**config.mk**
```make
export PLATFORM = sky130hd
export DESIGN_NAME = mem_access_unit_flat
export DESIGN_NICKNAME = d
export VERILOG_FILES = /design/src/rtl/mem_access_unit_pkg.sv /design/src/rtl/mem_access_unit_if.sv /design/src/rtl/mem_timeout_ctr.sv /design/src/rtl/mem_access_unit.sv /design/src/flat_wrapper.sv
export SDC_FILE = /design/constraint.sdc
export NUM_CORES = 1
export LEC_CHECK = 0
export CAP_MARGIN = 10
export CORE_ASPECT_RATIO = 1.5
export CORE_MARGIN = 1
export CORE_UTILIZATION = 40
export DETAILED_ROUTE_END_ITERATION = 7
export HOLD_SLACK_MARGIN = 0.1
export PLACE_DENSITY = 0.75
export SLEW_MARGIN = 20
export SYNTH_ARGS = -nofsm -noshare
export SYNTH_HDL_FRONTEND = slang
export SYNTH_HIERARCHICAL = 1
export SYNTH_SLANG_ARGS = --single-unit
```
**constraint.sdc**
```tcl
create_clock -name clk_i -period 4.1 [get_ports clk_i]
set_input_delay 0.41 -clock clk_i [delete_from_list [all_inputs] [get_ports clk_i]]
set_output_delay 0.41 -clock clk_i [all_outputs]
set_load 0.02 [all_outputs]
```
**src/rtl/mem_access_unit_pkg.sv**
```systemverilog
// Shared definitions for the LC-3 load/store engine.
//  - op_e    : operation encodings presented on the command side
//  - state_e : engine state encodings (also exposed on the debug port)
//  - TMO_W   : width of the per-access wait counter
//  - helpers : decode of the indirect / store bits of an op
package mem_access_unit_pkg;

  localparam int TMO_W = 8;

  typedef enum logic [1:0] {
    OP_LD  = 2'b00,
    OP_LDI = 2'b01,
    OP_ST  = 2'b10,
    OP_STI = 2'b11
  } op_e;

  typedef enum logic [2:0] {
    S_IDLE = 3'd0,
    S_PTR  = 3'd1,
    S_GAP  = 3'd2,
    S_ACC  = 3'd3,
    S_WB   = 3'd4,
    S_FIN  = 3'd5
  } state_e;

  // Bit 0 selects the two-access (pointer fetch first) form.
  function automatic logic op_is_indirect(op_e op);
    return op[0];
  endfunction

  // Bit 1 selects a write for the data access.
  function automatic logic op_is_store(op_e op);
    return op[1];
  endfunction

endpackage

```
**src/rtl/mem_access_unit_if.sv**
```systemverilog
// Bundle of the command-side and memory-side signals of mem_access_unit.
//  Command side : start, op, addr, st_data in; busy, done, err, load_data, rd_le out
//  Memory side  : mem_req, mem_we, mem_addr, mem_wdata out; mem_rdata, mem_ack in
//  slave modport  : the engine's view
//  master modport : the environment's view (command source + memory)
//
// Memory handshake: mem_req acts as valid and mem_ack as ready. An access
// completes on the rising edge where mem_req and mem_ack are both high;
// mem_we/mem_addr/mem_wdata are held unchanged from the rise of mem_req up to
// that edge, mem_rdata is only meaningful in the ack cycle, mem_req is low in
// the cycle after the completing edge, and mem_ack with mem_req low is ignored.
interface mem_access_unit_if
  import mem_access_unit_pkg::*;
#(
  parameter int DATA_W = 16
) ();

  logic              start;
  op_e               op;
  logic [DATA_W-1:0] addr;
  logic [DATA_W-1:0] st_data;
  logic              busy;
  logic              done;
  logic              err;
  logic [DATA_W-1:0] load_data;
  logic              rd_le;

  logic              mem_req;
  logic              mem_we;
  logic [DATA_W-1:0] mem_addr;
  logic [DATA_W-1:0] mem_wdata;
  logic [DATA_W-1:0] mem_rdata;
  logic              mem_ack;

  modport slave (
    input  start, op, addr, st_data, mem_rdata, mem_ack,
    output busy, done, err, load_data, rd_le,
    output mem_req, mem_we, mem_addr, mem_wdata
  );

  modport master (
    output start, op, addr, st_data, mem_rdata, mem_ack,
    input  busy, done, err, load_data, rd_le,
    input  mem_req, mem_we, mem_addr, mem_wdata
  );

endinterface

```
**src/rtl/mem_timeout_ctr.sv**
```systemverilog
// Per-access wait counter for the memory handshake.
//  clk_i, rst_i : clock, synchronous active-high reset
//  clr_i        : zero the count (has priority over en_i)
//  en_i         : count one request cycle
//  expired_o    : high in the TIMEOUT-th consecutive counted cycle
// TIMEOUT = 0 disables expiry entirely.
module mem_timeout_ctr
  import mem_access_unit_pkg::*;
#(
  parameter int TIMEOUT = 255
) (
  input  logic clk_i,
  input  logic rst_i,
  input  logic clr_i,
  input  logic en_i,
  output logic expired_o
);

  localparam logic [TMO_W-1:0] LAST = TMO_W'(TIMEOUT - 1);

  logic [TMO_W-1:0] cnt_q;

  always_ff @(posedge clk_i) begin
    if (rst_i || clr_i) begin
      cnt_q <= '0;
    end else if (en_i) begin
      cnt_q <= cnt_q + TMO_W'(1);
    end
  end

  // The count equals the number of already-finished request cycles, so
  // matching TIMEOUT-1 means the current cycle is the last one allowed.
  assign expired_o = (TIMEOUT != 0) && en_i && (cnt_q == LAST);

endmodule

```
**src/rtl/mem_access_unit.sv**
```systemverilog
// LC-3 load/store engine: runs LD/LDR, LDI, ST/STR and STI over a req/ack
// memory handshake; indirect forms first fetch a pointer, then access it.
//  clk_i, rst_i : clock, synchronous active-high reset
//  bus          : command + memory signals (slave view, see interface)
//  dbg_state_o  : current engine state (state_e encoding)
// All bus outputs come straight from flops.
module mem_access_unit
  import mem_access_unit_pkg::*;
#(
  parameter int DATA_W  = 16,
  parameter int TIMEOUT = 255
) (
  input  logic               clk_i,
  input  logic               rst_i,
  mem_access_unit_if.slave   bus,
  output logic [2:0]         dbg_state_o
);

  state_e            state_q;
  logic              busy_q;
  logic              done_q;
  logic              err_q;
  logic              rd_le_q;
  logic              mem_req_q;
  logic              mem_we_q;
  logic              store_q;
  logic [DATA_W-1:0] load_data_q;
  logic [DATA_W-1:0] mem_addr_q;
  logic [DATA_W-1:0] mem_wdata_q;

  logic tmo_clr;
  logic tmo_expired;

  // Holding the counter clear whenever REQ is low (or the access completes)
  // guarantees it starts from zero at every REQ rise.
  assign tmo_clr = !mem_req_q || bus.mem_ack;

  mem_timeout_ctr #(
    .TIMEOUT (TIMEOUT)
  ) u_tmo (
    .clk_i     (clk_i),
    .rst_i     (rst_i),
    .clr_i     (tmo_clr),
    .en_i      (mem_req_q),
    .expired_o (tmo_expired)
  );

  always_ff @(posedge clk_i) begin
    if (rst_i) begin
      state_q     <= S_IDLE;
      busy_q      <= 1'b0;
      done_q      <= 1'b0;
      err_q       <= 1'b0;
      rd_le_q     <= 1'b0;
      mem_req_q   <= 1'b0;
      mem_we_q    <= 1'b0;
      store_q     <= 1'b0;
      load_data_q <= '0;
      mem_addr_q  <= '0;
      mem_wdata_q <= '0;
    end else begin
      done_q  <= 1'b0;
      err_q   <= 1'b0;
      rd_le_q <= 1'b0;
      case (state_q)
        S_IDLE: begin
          if (bus.start) begin
            store_q     <= op_is_store(bus.op);
            mem_addr_q  <= bus.addr;
            mem_wdata_q <= bus.st_data;
            busy_q      <= 1'b1;
            mem_req_q   <= 1'b1;
            if (op_is_indirect(bus.op)) begin
              mem_we_q <= 1'b0;
              state_q  <= S_PTR;
            end else begin
              mem_we_q <= op_is_store(bus.op);
              state_q  <= S_ACC;
            end
          end
        end
        S_PTR: begin
          if (bus.mem_ack) begin
            // The fetched pointer becomes the data address, used verbatim.
            mem_addr_q <= bus.mem_rdata;
            mem_req_q  <= 1'b0;
            state_q    <= S_GAP;
          end else if (tmo_expired) begin
            mem_req_q <= 1'b0;
            done_q    <= 1'b1;
            err_q     <= 1'b1;
            state_q   <= S_FIN;
          end
        end
        S_GAP: begin
          mem_req_q <= 1'b1;
          mem_we_q  <= store_q;
          state_q   <= S_ACC;
        end
        S_ACC: begin
          if (bus.mem_ack) begin
            mem_req_q <= 1'b0;
            mem_we_q  <= 1'b0;
            if (store_q) begin
              done_q  <= 1'b1;
              state_q <= S_FIN;
            end else begin
              load_data_q <= bus.mem_rdata;
              rd_le_q     <= 1'b1;
              state_q     <= S_WB;
            end
          end else if (tmo_expired) begin
            mem_req_q <= 1'b0;
            mem_we_q  <= 1'b0;
            done_q    <= 1'b1;
            err_q     <= 1'b1;
            state_q   <= S_FIN;
          end
        end
        S_WB: begin
          done_q  <= 1'b1;
          state_q <= S_FIN;
        end
        S_FIN: begin
          busy_q  <= 1'b0;
          state_q <= S_IDLE;
        end
        default: begin
          busy_q    <= 1'b0;
          mem_req_q <= 1'b0;
          mem_we_q  <= 1'b0;
          state_q   <= S_IDLE;
        end
      endcase
    end
  end

  assign bus.busy      = busy_q;
  assign bus.done      = done_q;
  assign bus.err       = err_q;
  assign bus.rd_le     = rd_le_q;
  assign bus.load_data = load_data_q;
  assign bus.mem_req   = mem_req_q;
  assign bus.mem_we    = mem_we_q;
  assign bus.mem_addr  = mem_addr_q;
  assign bus.mem_wdata = mem_wdata_q;
  assign dbg_state_o   = state_q;

endmodule

```
**src/flat_wrapper.sv**
```systemverilog
// flat-port wrapper written by rule: the top's interface ports become plain ports
module mem_access_unit_flat import mem_access_unit_pkg::*;
#(
  parameter int DATA_W  = 16,
  parameter int TIMEOUT = 255
)
  (clk_i, rst_i, dbg_state_o, bus_start, bus_op, bus_addr, bus_st_data, bus_mem_rdata, bus_mem_ack, bus_busy, bus_done, bus_err, bus_load_data, bus_rd_le, bus_mem_req, bus_mem_we, bus_mem_addr, bus_mem_wdata);
  mem_access_unit_if #(.DATA_W(DATA_W)) bus_i ();
  input  logic clk_i;
  input  logic rst_i;
  output logic [2:0] dbg_state_o;
  input wire logic [$bits(bus_i.start)-1:0] bus_start;
  input wire logic [$bits(bus_i.op)-1:0] bus_op;
  input wire logic [$bits(bus_i.addr)-1:0] bus_addr;
  input wire logic [$bits(bus_i.st_data)-1:0] bus_st_data;
  input wire logic [$bits(bus_i.mem_rdata)-1:0] bus_mem_rdata;
  input wire logic [$bits(bus_i.mem_ack)-1:0] bus_mem_ack;
  output wire logic [$bits(bus_i.busy)-1:0] bus_busy;
  output wire logic [$bits(bus_i.done)-1:0] bus_done;
  output wire logic [$bits(bus_i.err)-1:0] bus_err;
  output wire logic [$bits(bus_i.load_data)-1:0] bus_load_data;
  output wire logic [$bits(bus_i.rd_le)-1:0] bus_rd_le;
  output wire logic [$bits(bus_i.mem_req)-1:0] bus_mem_req;
  output wire logic [$bits(bus_i.mem_we)-1:0] bus_mem_we;
  output wire logic [$bits(bus_i.mem_addr)-1:0] bus_mem_addr;
  output wire logic [$bits(bus_i.mem_wdata)-1:0] bus_mem_wdata;
  assign bus_i.start = bus_start;
  assign bus_i.op = bus_op;
  assign bus_i.addr = bus_addr;
  assign bus_i.st_data = bus_st_data;
  assign bus_i.mem_rdata = bus_mem_rdata;
  assign bus_i.mem_ack = bus_mem_ack;
  assign bus_busy = bus_i.busy;
  assign bus_done = bus_i.done;
  assign bus_err = bus_i.err;
  assign bus_load_data = bus_i.load_data;
  assign bus_rd_le = bus_i.rd_le;
  assign bus_mem_req = bus_i.mem_req;
  assign bus_mem_we = bus_i.mem_we;
  assign bus_mem_addr = bus_i.mem_addr;
  assign bus_mem_wdata = bus_i.mem_wdata;
  mem_access_unit #(.DATA_W(DATA_W), .TIMEOUT(TIMEOUT)) u_core (.clk_i(clk_i), .rst_i(rst_i), .bus(bus_i), .dbg_state_o(dbg_state_o));
endmodule
```
==> impl_metrics.csv <==
group,metric,value,unit
status,status,"completed",
finish,final_common_cell,"clkdlybuf4s50_1",
place,gp_congestion,0.7755,
pwr,pwr-share-comb,21.7,%
global_routing,grt_max_degree,59,
critical_path,worstSetupPathType,"primary input to flip-flop",
yosys,seq_area_frac_synth,44.48,%
finish,fin_area,4243,sq um
pwr,p_sw,0.4793,mW
finish,layout_common_cells,"109 x clkdlybuf4s50_1, 66 x dfxtp_1, 59 x a21oi_1",
floorplan,num_io_pins,111,
critical_path,crit_buf_inv,1,
yosys,synth_top_family_by_area,"compound AO/OA/AOI/OAI gates",
clock_network,cts_root_buf,"clkbuf_8",
critical_path,critPathMaxStageDelay,1040,ps
place,place_area,4019,sq um
routing,ant_nets,0,
floorplan,rows,38,
routing,vias,2908,
floorplan,dieArea,7782,sq um
yosys,ys_seq_elements,66,
yosys,synthMuxAreaShare,0.7582,%
clock_network,clk_transition_reported_paths,70,ps
yosys,syn_area_per_cell,8.183,sq um
global_routing,overflow,0,
clock_network,clk_latency,330,ps
floorplan,dieHeight,107.5,um
finish,fin_nets,506,
finish,layout-drive-gt1-share,5.495,%
yosys,synth_top_area_share,44.48,%
pwr,p_int,1.206,mW
timing,clock_skew,8.757,ps
critical_path,cp_slowest_cell,"clkdlybuf4s50_1",
yosys,synth_xor_area_share,1.179,%
routing,wl,8178,um
critical_path,worstSetupEndpointType,"flip-flop",
pwr,finalPower,1.685,mW
yosys,synth_top_area_cell,"dfxtp_1",
timing,maxSlewViolCount,0,
timing,slew_headroom,31.63,%
critical_path,crit_family,"buffers and inverters",
timing,finalCriticalPeriod,2489,ps
clock_network,clk_path_buf_depth,2,
routing,drc_errors,0,
critical_path,arrival,2660,ps
floorplan,fp.dieW,72.36,um
routing,wl_per_cell,14.74,um
pwr,pwr-share-seq,42.9,%
job,max_cap_viol_count,0,
global_routing,grt_pass1_wl,12630,um
place,port_buffers,110,
floorplan,start_util,41.10,%
yosys,synthDistinctLibCells,43,
pwr,leakagePower,1.521,nW
pwr,swShare,28.44,%
routing,drt-pass1-iter-count,5,
floorplan,core,7227,sq um
timing,setup_viol,0,
clock_network,htree_levels,3,
finish,nFillCells,679,
yosys,synth-compound-area-share,25.06,%
critical_path,worst_ep_required_time,4270,ps
critical_path,critPathMaxFanout,28,
yosys,synth-main-ff-cell,"dfxtp_1",
clock_network,cts_tree,"yes",
timing,tns,0,ps
yosys,synthesis.area,2970,sq um
clock_network,numCtsBuffers,9,
global_routing,gr-usage-all-layers,21.05,%
finish,syn2layout_area_growth,42.84,%
timing,rsz0062_at_grt,"false",
clock_network,cts_hold_buf,0,
pwr,power_density,397.2,nW/um^2
global_routing,grt_pass1_vias,2670,
yosys,ys_warn_count,6,
global_routing,antenna_found_initial,0,
timing,fmax,0.4018,GHz
yosys,synth_cells,363,
finish,diodes,0,
pwr,ir_worst_vdd,0.0001981,V
timing,period_share,60.71,%
yosys,synth_nets,419,
clock_network,cts.sinks,66,
hold_path,worstHoldPathType,"flip-flop to flip-flop",
critical_path,r2r_slack,1970,ps
critical_path,path_cells,"clkdlybuf4s50_1, nand4b_1, o21ai_0, a21oi_1",
yosys,synthSimpleGateAreaFrac,19.33,%
pwr,p_clk_share,35.5,%
timing,worstMarginPinSlew,1026,ps
yosys,synthArstFlopShare,0,%
place,hpwlAfterDp,5767,um
routing,via_per_inst,5.240,
clock_network,cts_resized,0,
yosys,synthAdderAreaFrac,0.8425,%
routing,drtIter0Drc,226,
critical_path,start_kind,"primary input",
clock_network,cts_setup_buffers,0,
yosys,synth_area_leaders,"dfxtp_1 44%, a21oi_1 9.9%, a32o_1 5.1%",
timing,timing.final.hold_violations,0,
yosys,synth_edf_count,0,
sequential cells by signal, indices dropped and copies added (netlist names):
name	cells
u_core/bus.mem_addr	16
u_core/u_tmo/cnt_q	8
u_core/bus.rd_le	1
u_core/store_q	1
u_core/bus.mem_wdata	16
u_core/bus.err	1
u_core/bus.mem_req	1
u_core/bus.load_data	16
u_core/bus.done	1
u_core/bus.busy	1
u_core/bus.mem_we	1
u_core/dbg_state_o	3
worst paths after layout:
check                                                           from                              endpoint  cells past startpoint
worst max register to register    u_core/dbg_state_o[0]$_SDFFE_PP0P_  u_core/bus.load_data[5]$_SDFFE_PP0P_                      4
worst min-delay path            u_core/bus.mem_wdata[3]$_SDFFE_PP0P_  u_core/bus.mem_wdata[3]$_SDFFE_PP0P_                      2
worst max-delay path                                     bus_mem_ack  u_core/bus.load_data[5]$_SDFFE_PP0P_                      4
worst min register to register  u_core/bus.mem_wdata[3]$_SDFFE_PP0P_  u_core/bus.mem_wdata[3]$_SDFFE_PP0P_                      2
power by group through the flow:
| stage | Sequential (mW) | Combinational (mW) | Clock [mW] |
|---|---|---|---|
| 6_report | 0.723 | 0.365 | 0.598 |
| 5_1_grt | 0.730 | 0.391 | 0.633 |
| 4_1_cts | 0.723 | 0.364 | 0.609 |
| 3_5_place_dp | 0.737 | 0.362 | 0 |
| 3_3_place_gp | 0.736 | 0.356 | 0 |
| 2_1_floorplan | 0.771 | 0.173 | 0 |
final cells by class:
type,instances,area (sq um),area share [%]
clock inverter,6,91.34,2.153
sequential,66,1321,31.14
timing repair buffer,111,1104,26.01
inverter,18,67.56,1.592
multi-input combinational,244,1406,33.15
clock buffer,10,127.6,3.008
tap,100,125.1,2.949
worst reg2reg max path, stage by stage, from the launching register on:
cell,delay (ps)
dfxtp_1,440
buf_4,420
nand4b_1,560
o21ai_0,450
a21oi_1,120
Yosys cell counts, types with 2 or more instances:
| library cell | number |
|---|---|
| a32o_1 | 15 |
| a21oi_1 | 59 |
| nand2b_1 | 5 |
| nor3_1 | 3 |
| nand3_1 | 18 |
| buf_4 | 3 |
| nand4_1 | 3 |
| nand3b_1 | 2 |
| nand2_1 | 39 |
| inv_1 | 18 |
| buf_6 | 3 |
| or3_1 | 3 |
| nor2_1 | 26 |
| o21ai_0 | 24 |
| buf_2 | 11 |
| dfxtp_1 | 66 |
| ha_1 | 2 |
| a211oi_1 | 17 |
| clkbuf_1 | 14 |
| xor2_1 | 3 |
| nor2b_1 | 4 |
| or2_2 | 2 |
| buf_1 | 3 |
per-stage QoR:
step | util [%] | std cells | setup slack [ps] | hold slack [ps]
global placement | 55.61 | 539 | 1498 | 441.2
CTS | 58.64 | 555 | 1687 | 457.5
detailed placement | 55.61 | 539 | 1360 | 446.5
global route | 58.71 | 555 | 1325 | 471.0
floorplan | - | 363 | 2457 | 458.4
finish | 58.71 | 555 | 1611 | 456.1
cell families (layout without fill, tap and decap cells):
kind of cell	after synthesis	in the layout
AOI/OAI and AO/OA	121	121
xor gates and xnor gates	4	4
adders and majority gates	2	2
buffers and inverters	53	145
DFF	66	66
muxes	2	2
and+or+nand+nor	115	115
routing by layer:
| layer | GRT usage (%) | routed length [um] | share of wire, % | up-vias |
|---|---|---|---|---|
| met1 | 23.45 | 3178 | 39 | 1340 |
| li1 | - | - | - | 1448 |
| met3 | 4.775 | 425 | 5.2 | 18 |
| met5 | 0 | 0 | 0 | - |
| met2 | 37.78 | 4363 | 53 | 102 |
| met4 | 8.543 | 211 | 2.6 | 0 |
(Power assumes the default switching activity.)
